--- config.mk ---
export PLATFORM = sky130hd
export DESIGN_NAME = updown_mod_counter
export DESIGN_NICKNAME = d
export VERILOG_FILES = /design/src/rtl/updown_mod_counter.sv
export SDC_FILE = /design/constraint.sdc
export NUM_CORES = 1
export LEC_CHECK = 0
export ABC_AREA = 1
export BUFFER_PORTS_ARGS = -buffer_cell sky130_fd_sc_hd__buf_4
export CAP_MARGIN = 10
export CORE_AREA = 2 2 39 41
export CTS_CLUSTER_SIZE = 12
export DETAILED_ROUTE_END_ITERATION = 7
export DIE_AREA = 0 0 41 43
export HOLD_SLACK_MARGIN = 0.03
export SETUP_SLACK_MARGIN = 0.05
export SLEW_MARGIN = 20
export SYNTH_ARGS = -nofsm -noshare
export SYNTH_HDL_FRONTEND = slang
export SYNTH_SLANG_ARGS = --single-unit
--- constraint.sdc ---
create_clock -name clk -period 1.25 [get_ports clk]
set_input_delay 0.0625 -clock clk [delete_from_list [all_inputs] [get_ports clk]]
set_output_delay 0.0625 -clock clk [all_outputs]
set_load 0.05 [all_outputs]
--- src/rtl/updown_mod_counter.sv ---
`default_nettype none
// ============================================================================
// Module  : updown_mod_counter
// Brief   : Parametrised up/down counter with programmable modulus, parallel
//           load, count enable and selectable wrap/saturate boundaries.
//           Provides terminal-count, wrap-pulse and saturation indications.
// Revision: 1.0  initial release
// ============================================================================
module updown_mod_counter #(
   parameter int WIDTH    = 3,
   parameter int MODULUS  = 2**WIDTH,
   parameter bit SATURATE = 1'b0
) (
   input  logic             clk,
   input  logic             reset,     // asynchronous, active low
   input  logic             en,
   input  logic             up_dn,
   input  logic             load,
   input  logic [WIDTH-1:0] load_val,
   output logic [WIDTH-1:0] count,
   output logic             tc,
   output logic             wrap,
   output logic             sat
);

   // Boundary comparisons and the load clamp are done one bit wider than the
   // counter so that MODULUS = 2**WIDTH yields a LAST that still fits and an
   // out-of-range load_val compares correctly.
   localparam int             EXT_W = WIDTH + 1;
   localparam logic [WIDTH:0] LAST  = EXT_W'(MODULUS - 1);

   // Reject illegal parameter combinations at elaboration time.
   generate
      if (WIDTH < 1 || MODULUS < 2 || MODULUS > 2**WIDTH) begin : g_bad_params
         $error("updown_mod_counter: require WIDTH >= 1 and 2 <= MODULUS <= 2**WIDTH");
      end
   endgenerate

   logic [WIDTH:0]   count_ext;
   logic [WIDTH:0]   load_ext;
   logic             at_last;
   logic             at_zero;
   logic [WIDTH-1:0] next_count;
   logic             next_wrap;
   logic             next_sat;

   assign count_ext = {1'b0, count};
   assign load_ext  = {1'b0, load_val};
   assign at_last   = (count_ext == LAST);
   assign at_zero   = (count_ext == '0);

   // Terminal count looks ahead in the currently selected direction.
   assign tc = up_dn ? at_last : at_zero;

   // Next-state selection: load beats enable; boundaries either wrap or hold.
   // Increment/decrement only happen away from the boundary, so they never
   // overflow WIDTH bits.
   always_comb begin
      next_count = count;
      next_wrap  = 1'b0;
      next_sat   = 1'b0;
      if (load) begin
         next_count = (load_ext > LAST) ? LAST[WIDTH-1:0] : load_val;
      end else if (en) begin
         if (up_dn) begin
            if (!at_last) begin
               next_count = count + WIDTH'(1);
            end else if (SATURATE) begin
               next_sat   = 1'b1;
            end else begin
               next_count = '0;
               next_wrap  = 1'b1;
            end
         end else begin
            if (!at_zero) begin
               next_count = count - WIDTH'(1);
            end else if (SATURATE) begin
               next_sat   = 1'b1;
            end else begin
               next_count = LAST[WIDTH-1:0];
               next_wrap  = 1'b1;
            end
         end
      end
   end

   // State register; reset clears count and any pending pulse immediately.
   always_ff @(posedge clk or negedge reset) begin
      if (!reset) begin
         count <= '0;
         wrap  <= 1'b0;
         sat   <= 1'b0;
      end else begin
         count <= next_count;
         wrap  <= next_wrap;
         sat   <= next_sat;
      end
   end

endmodule
`default_nettype wire
==> results.cfg, run 1 <==
[outcome]
status = complete, but fails checks
failed_checks = setup timing

[synthesis]
synth_cell_types = 15
synth_top_cell_by_area = dfrtp_1
synth_seq_cells = 4
synth_edf_count = 0
synth_area_leaders = dfrtp_1 (32%), ha_1 (16%), nand2_1 (11%)
syn_avg_cell_area_sq_um = 7.333
netlist_top_cells_count = nand2_1 (9), inv_1 (6), nor2_1 (5), dfrtp_1 (4), ha_1 (4)
synth-async-reset-ratio = 1.000
syn_area_sq_um = 315.3
ys_seq_area_frac = 0.3175
postSynthCellCount = 43
syn_nets = 55
ys_dominant_reg_cell = dfrtp_1
synth.most_common_cell = nand2_1
synth_top_area_frac = 0.3175
ys_warn_count = 0

[global_route]
grt_pass1_wl_microns = 1352
grt.total_usage = 0.1166
antenna_found_initial = 0
grt_overflow = 0
grt_pass1_vias = 362
grt_start_max_net_pins = 7

[floorplan]
die_y_microns = 43
start_util = 0.2278
die_area_sq_mm = 0.001763
core-area_sq_mm = 0.001384
die_w_microns = 41
ios = 14
core.rowCount = 14

[route]
avgRoutedWirePerCell_microns = 10.49
dr_total_vias = 349
vias_per_cell = 4.474
route.detailed.drc = 0
firstDrtPassIters = 6
antenna_left = 0
drt_wl_total_microns = 818
initialDrtViolationCount = 12

[pwr]
pwr-share-comb = 0.417
clkPwrFrac = 0.298
switching_share = 0.3949
vdd_drop_max_v = 0.0002793
seqPwrFrac = 0.285
power-per-cell-area_mw_per_mm2 = 1148
p_leak_nw = 0.2658
internal-power_w = 0.0003737
p_sw_w = 0.0002439

[setup_path]
r2r_start = count[0]
end_kind = primary output
crit_fanout = 5
crit_type = reg2out
worstPathRequired_ns = 1.19
start_kind = flip-flop
crit_start = count[0]
cp.arrival_ns = 1.31

[hold_path]
hold_class = in2reg
hp-start = load_val[0]

[final_layout]
n_antenna_cell = 0
drive_gt1_frac = 0.5484
fillers = 148
finish.utilization = 0.3888
syn_to_final_growth_pct = 70.64
final_nets = 75

[cts]
cts-root-buf = clkbuf_4
tritoncts = built
cts_buffer_depth = 2
cts_buffers = 3
insertion_delay_ns = 0.24
cts_max_level = 1
clkSinkCount = 4
clk_transition_reported_paths_ns = 0.04

[placement]
numPortBuffers = 12
dp_hpwl_microns = 625.1
gp_congestion = 0.6834

[timing]
fin_ws_ns = -0.1260
finalMaxSlewViolations = 0
period_needed_ns = 1.376
skew_ns = 0.001835
rsz0062_at_grt = yes
min_period_over_period = 1.101
setup_viol = 1
hold_viol = 0
fmax_mhz = 726.7
timing.setup.tns_ns = -0.1260

[run]
maxCapViolations = 0
[critical path, cell delays in order (launching register included)]
cell and delay, ns:
dfrtp_2 0.46, inv_2 0.09, ha_4 0.12, inv_2 0.04, nor2_4 0.09, nand2_2 0.07
nand2_2 0.07, buf_8 0.14
[metal layers]
layer | track usage | up-vias | wire length, microns
met5 | 0 | - | 0
met4 | 0.1000 | 0 | 0
met3 | 0 | 0 | 26
met2 | 0.1844 | 13 | 439
met1 | 0.1355 | 164 | 351
li1 | - | 172 | -
[flip-flops by register name (all words and copies together), names as in the netlist]
| name | flops |
|---|---|
| count | 3 |
| wrap | 1 |
[stage by stage]
step                instance area (sq um)  power (W)  setup slack, ns  instances  hold WS, ns
CTS                                 518.0  0.0006165          -0.1567         77      0.06772
detailed placement                  439.2  0.0003906          0.05093         70      -0.1364
global route                        538.0  0.0006650          -0.1792         78      0.08228
global placement                    439.2  0.0003861          0.06577         70      -0.1394
floorplan                           336.6  0.0003198         -0.03829         43      -0.2331
finish                              538.0  0.0006176          -0.1260         78      0.07230
[kinds of logic after synthesis]
kind of cell | Yosys count | share of synthesized area
simple gates | 18 | 0.2421
xor+xnor | 1 | 0.02778
other cells | 1 | 0.01189
fa+ha+maj | 4 | 0.1587
buf+inv | 8 | 0.1071
compound gates | 7 | 0.1349
flops | 4 | 0.3175
[timing repair]
action / CTS / global route
cloned: 0 / 0
hold endpoints to repair: 4 / 0
pin swaps: 6 / 3
setup endpoints to repair: 3 / 3
setup buffers: 2 / 1
hold buffers: 1 / 0
resized for setup: 7 / 2
[path summary, 6_finish.rpt]
check	endpoint	slack [ns]	cells after the start
max in group asynchronous	count[2]	0.98	2
setup / recovery	tc	-0.13	7
hold / removal	count[0]	0.07	3
setup reg to reg	count[1]	0.02	7
hold reg to reg	count[0]	0.63	2
min in group asynchronous	count[0]	0.15	2
[cells in the final DEF (no fill, tap or decap)]
| master | n |
|---|---|
| clkbuf_4 | 3 |
| o21ai_0 | 2 |
| buf_8 | 1 |
| inv_1 | 3 |
| dfrtp_1 | 1 |
| nor2_4 | 1 |
| nor2_1 | 5 |
| inv_2 | 4 |
| ha_4 | 3 |
| buf_4 | 14 |
| clkbuf_1 | 1 |
| a21oi_1 | 2 |
| xnor2_1 | 1 |
| nand2_1 | 7 |
| a22oi_1 | 3 |
| nand2_2 | 4 |
| dfrtp_2 | 3 |
| nand3_1 | 1 |
| dlygate4sd3_1 | 1 |
| conb_1 | 1 |
| ha_2 | 1 |
[power groups by stage]
stage	sequential [W]	clock, W	combinational (W)
floorplan	0.000215	0	0.000105
global placement	0.000174	0	0.000212
detailed placement	0.000174	0	0.000217
CTS	0.000172	0.000191	0.000253
global route	0.000178	0.000199	0.000288
finish	0.000176	0.000184	0.000257
[layout make-up]
class,instances,area [sq um],share of cell area
Clock buffer,4,26.28,0.04884
Inverter,7,26.28,0.04884
Multi-Input combinational cell,31,231.5,0.4302
Sequential cell,4,103.9,0.1930
Tap cell,16,20.02,0.03721
Timing Repair Buffer,16,130.1,0.2419
Note: power is estimated with default switching activity, not from simulation.
==> run 2, diff against run 1 <==
--- a/config.mk
+++ b/config.mk
@@ -13,6 +13,7 @@
 export DETAILED_ROUTE_END_ITERATION = 7
 export DIE_AREA = 0 0 41 43
 export HOLD_SLACK_MARGIN = 0.03
+export PLACE_DENSITY = 0.54
 export SETUP_SLACK_MARGIN = 0.05
 export SLEW_MARGIN = 20
 export SYNTH_ARGS = -nofsm -noshare
==> run 2 against run 1 <==
Net effect: the flow still finishes with violations (setup timing); combinational power rose by 4%; critical endpoint unchanged; hold slack got worse by 0.013 ns; sequential power is essentially flat.
==> results.cfg, run 2 (synthesis results as in run 1) <==
[final_layout]
regMostFlops = count
n_antenna_cell = 0
syn_to_final_growth_pct = 74.60
multi_input_area_sq_um = 229.0
layout_common_cells = buf_4 (16), nand2_1 (8), nor2_1 (5)
final_common_cell = buf_4
largest_register_ffs = 3
drive_gt1_frac = 0.5469
seqCellArea_sq_um = 103.9
largest_registers = count (3), wrap (1)
fillers = 149
final_nets = 77

[pwr]
pwr-share-comb = 0.422
p_leak_nw = 0.2743
p_sw_w = 0.0002509
internal-power_w = 0.0003818
vdd_drop_max_v = 0.0003657
clkPwrFrac = 0.305
switching_share = 0.3966
power-per-cell-area_mw_per_mm2 = 1149
seqPwrFrac = 0.273

[timing]
fmax_mhz = 733.6
setup_viol = 3
finalMaxSlewViolations = 0
period_needed_ns = 1.363
min_period_over_period = 1.090
timing.setup.tns_ns = -0.2018
skew_ns = 0.001966
fin_ws_ns = -0.1131
hold_viol = 0
rsz0062_at_grt = yes

[global_route]
grt_start_max_net_pins = 7
grt_overflow = 0
grtUsageMet1 = 0.1327
grtUsageMet2 = 0.1844
grt_pass1_vias = 333
antenna_found_initial = 0
global_route.usage.met3 = 0
grt-busiest-layer = met2
grt_pass1_wl_microns = 1317
grt.total_usage = 0.1157

[floorplan]
start_util = 0.2278
die_w_microns = 41
ios = 14
die_area_sq_mm = 0.001763
core.rowCount = 14
die_y_microns = 43
core-area_sq_mm = 0.001384

[setup_path]
crit_path_max_incr_delay_ns = 0.44
cpLargestDelayFamily = flip-flops
crit_chain = ha_4 -> ha_4 -> nand2_1 -> nand2_2 -> buf_8
end_kind = primary output
path_common_cell = ha_4
crit_slowest_cell = dfrtp_2
start_kind = flip-flop
crit_type = reg2out
crit_fanout = 4
worstPathRequired_ns = 1.19
cp.arrival_ns = 1.30
cp_num_buf_inv = 1

[cts]
tritoncts = built
clk_transition_reported_paths_ns = 0.05
cts-root-buf = clkbuf_4
cts_buffers = 3
insertion_delay_ns = 0.24
cts_buffer_depth = 2
clkSinkCount = 4
cts_max_level = 1

[route]
route.detailed.drc = 0
drt_wl_total_microns = 829
avgRoutedWirePerCell_microns = 10.36
dr_total_vias = 347
initialDrtViolationCount = 8
vias_per_cell = 4.338
firstDrtPassIters = 3
antenna_left = 0

[run]
maxCapViolations = 0

[placement]
dp_hpwl_microns = 613.6
dp_slack_ns = 0.04426
numPortBuffers = 12
gp_congestion = 0.7052

[outcome]
failed_checks = setup timing
status = complete, but fails checks

[hold_path]
hold_class = in2reg
-- run 2: cell types whose count changed in the layout (fill, tap and decap cells not counted), sizes merged --
cell  previous run  this run
buf             15        17
-- run 2: per-stage QoR --
stage	cells	cell area [sq um]	power (W)	hold WS, ns	util
after floorplan	43	336.6	0.0003198	-0.2331	-
after global placement	70	439.2	0.0003888	-0.1375	0.3174
after detailed placement	70	439.2	0.0003896	-0.1356	0.3174
after CTS	79	530.5	0.0006284	0.05510	0.3834
after global routing	80	550.5	0.0006754	0.06281	0.3978
final	80	550.5	0.0006327	0.05931	0.3978
-- run 2: layout make-up --
| cell class | instances | area share |
|---|---|---|
| multi-input combinational | 31 | 0.4159 |
| timing repair buffer | 18 | 0.2636 |
| inverter | 7 | 0.04773 |
| sequential | 4 | 0.1886 |
| clock buffer | 4 | 0.04773 |
| tap | 16 | 0.03636 |
-- run 2: worst paths after layout --
path,from,to,slack [ns],depth (start not counted)
max,count[0],tc,-0.11,5
min,load_val[0],count[0],0.06,3
max reg2reg,count[1],count[0],-0.05,10
min reg2reg,count[0],count[0],0.59,2
max in group asynchronous,reset,count[2],0.98,2
min in group asynchronous,reset,count[0],0.15,2
-- run 2: tightest hold or removal path, delay by kind of cell --
kind                   cells  cell delay, ns
AOI/OAI and AO/OA          1            0.07
and+or+nand+nor            1            0.06
buffers and inverters      1            0.08
-- run 2: what timing repair did --
action / in CTS / in global routing
hold endpoints to repair: 4 / 0
hold buffers: 1 / 0
pin swaps: 4 / 6
resized for setup: 6 / 2
buffers inserted: 4 / 1
setup endpoints to repair: 2 / 5
-- run 2: layer usage --
layer / wire, microns / share of wire
met2: 430 / 0.52
met1: 363 / 0.44
met5: 0 / 0
met4: 15 / 0.018
met3: 19 / 0.023
-- run 2: power by group through the flow --
stage / logic, W / registers (W) / clock network, W
2_1_floorplan: 0.000105 / 0.000215 / 0
3_3_place_gp: 0.000217 / 0.000171 / 0
3_5_place_dp: 0.000218 / 0.000171 / 0
4_1_cts: 0.000262 / 0.000169 / 0.000197
5_1_grt: 0.000293 / 0.000175 / 0.000207
6_report: 0.000267 / 0.000173 / 0.000193
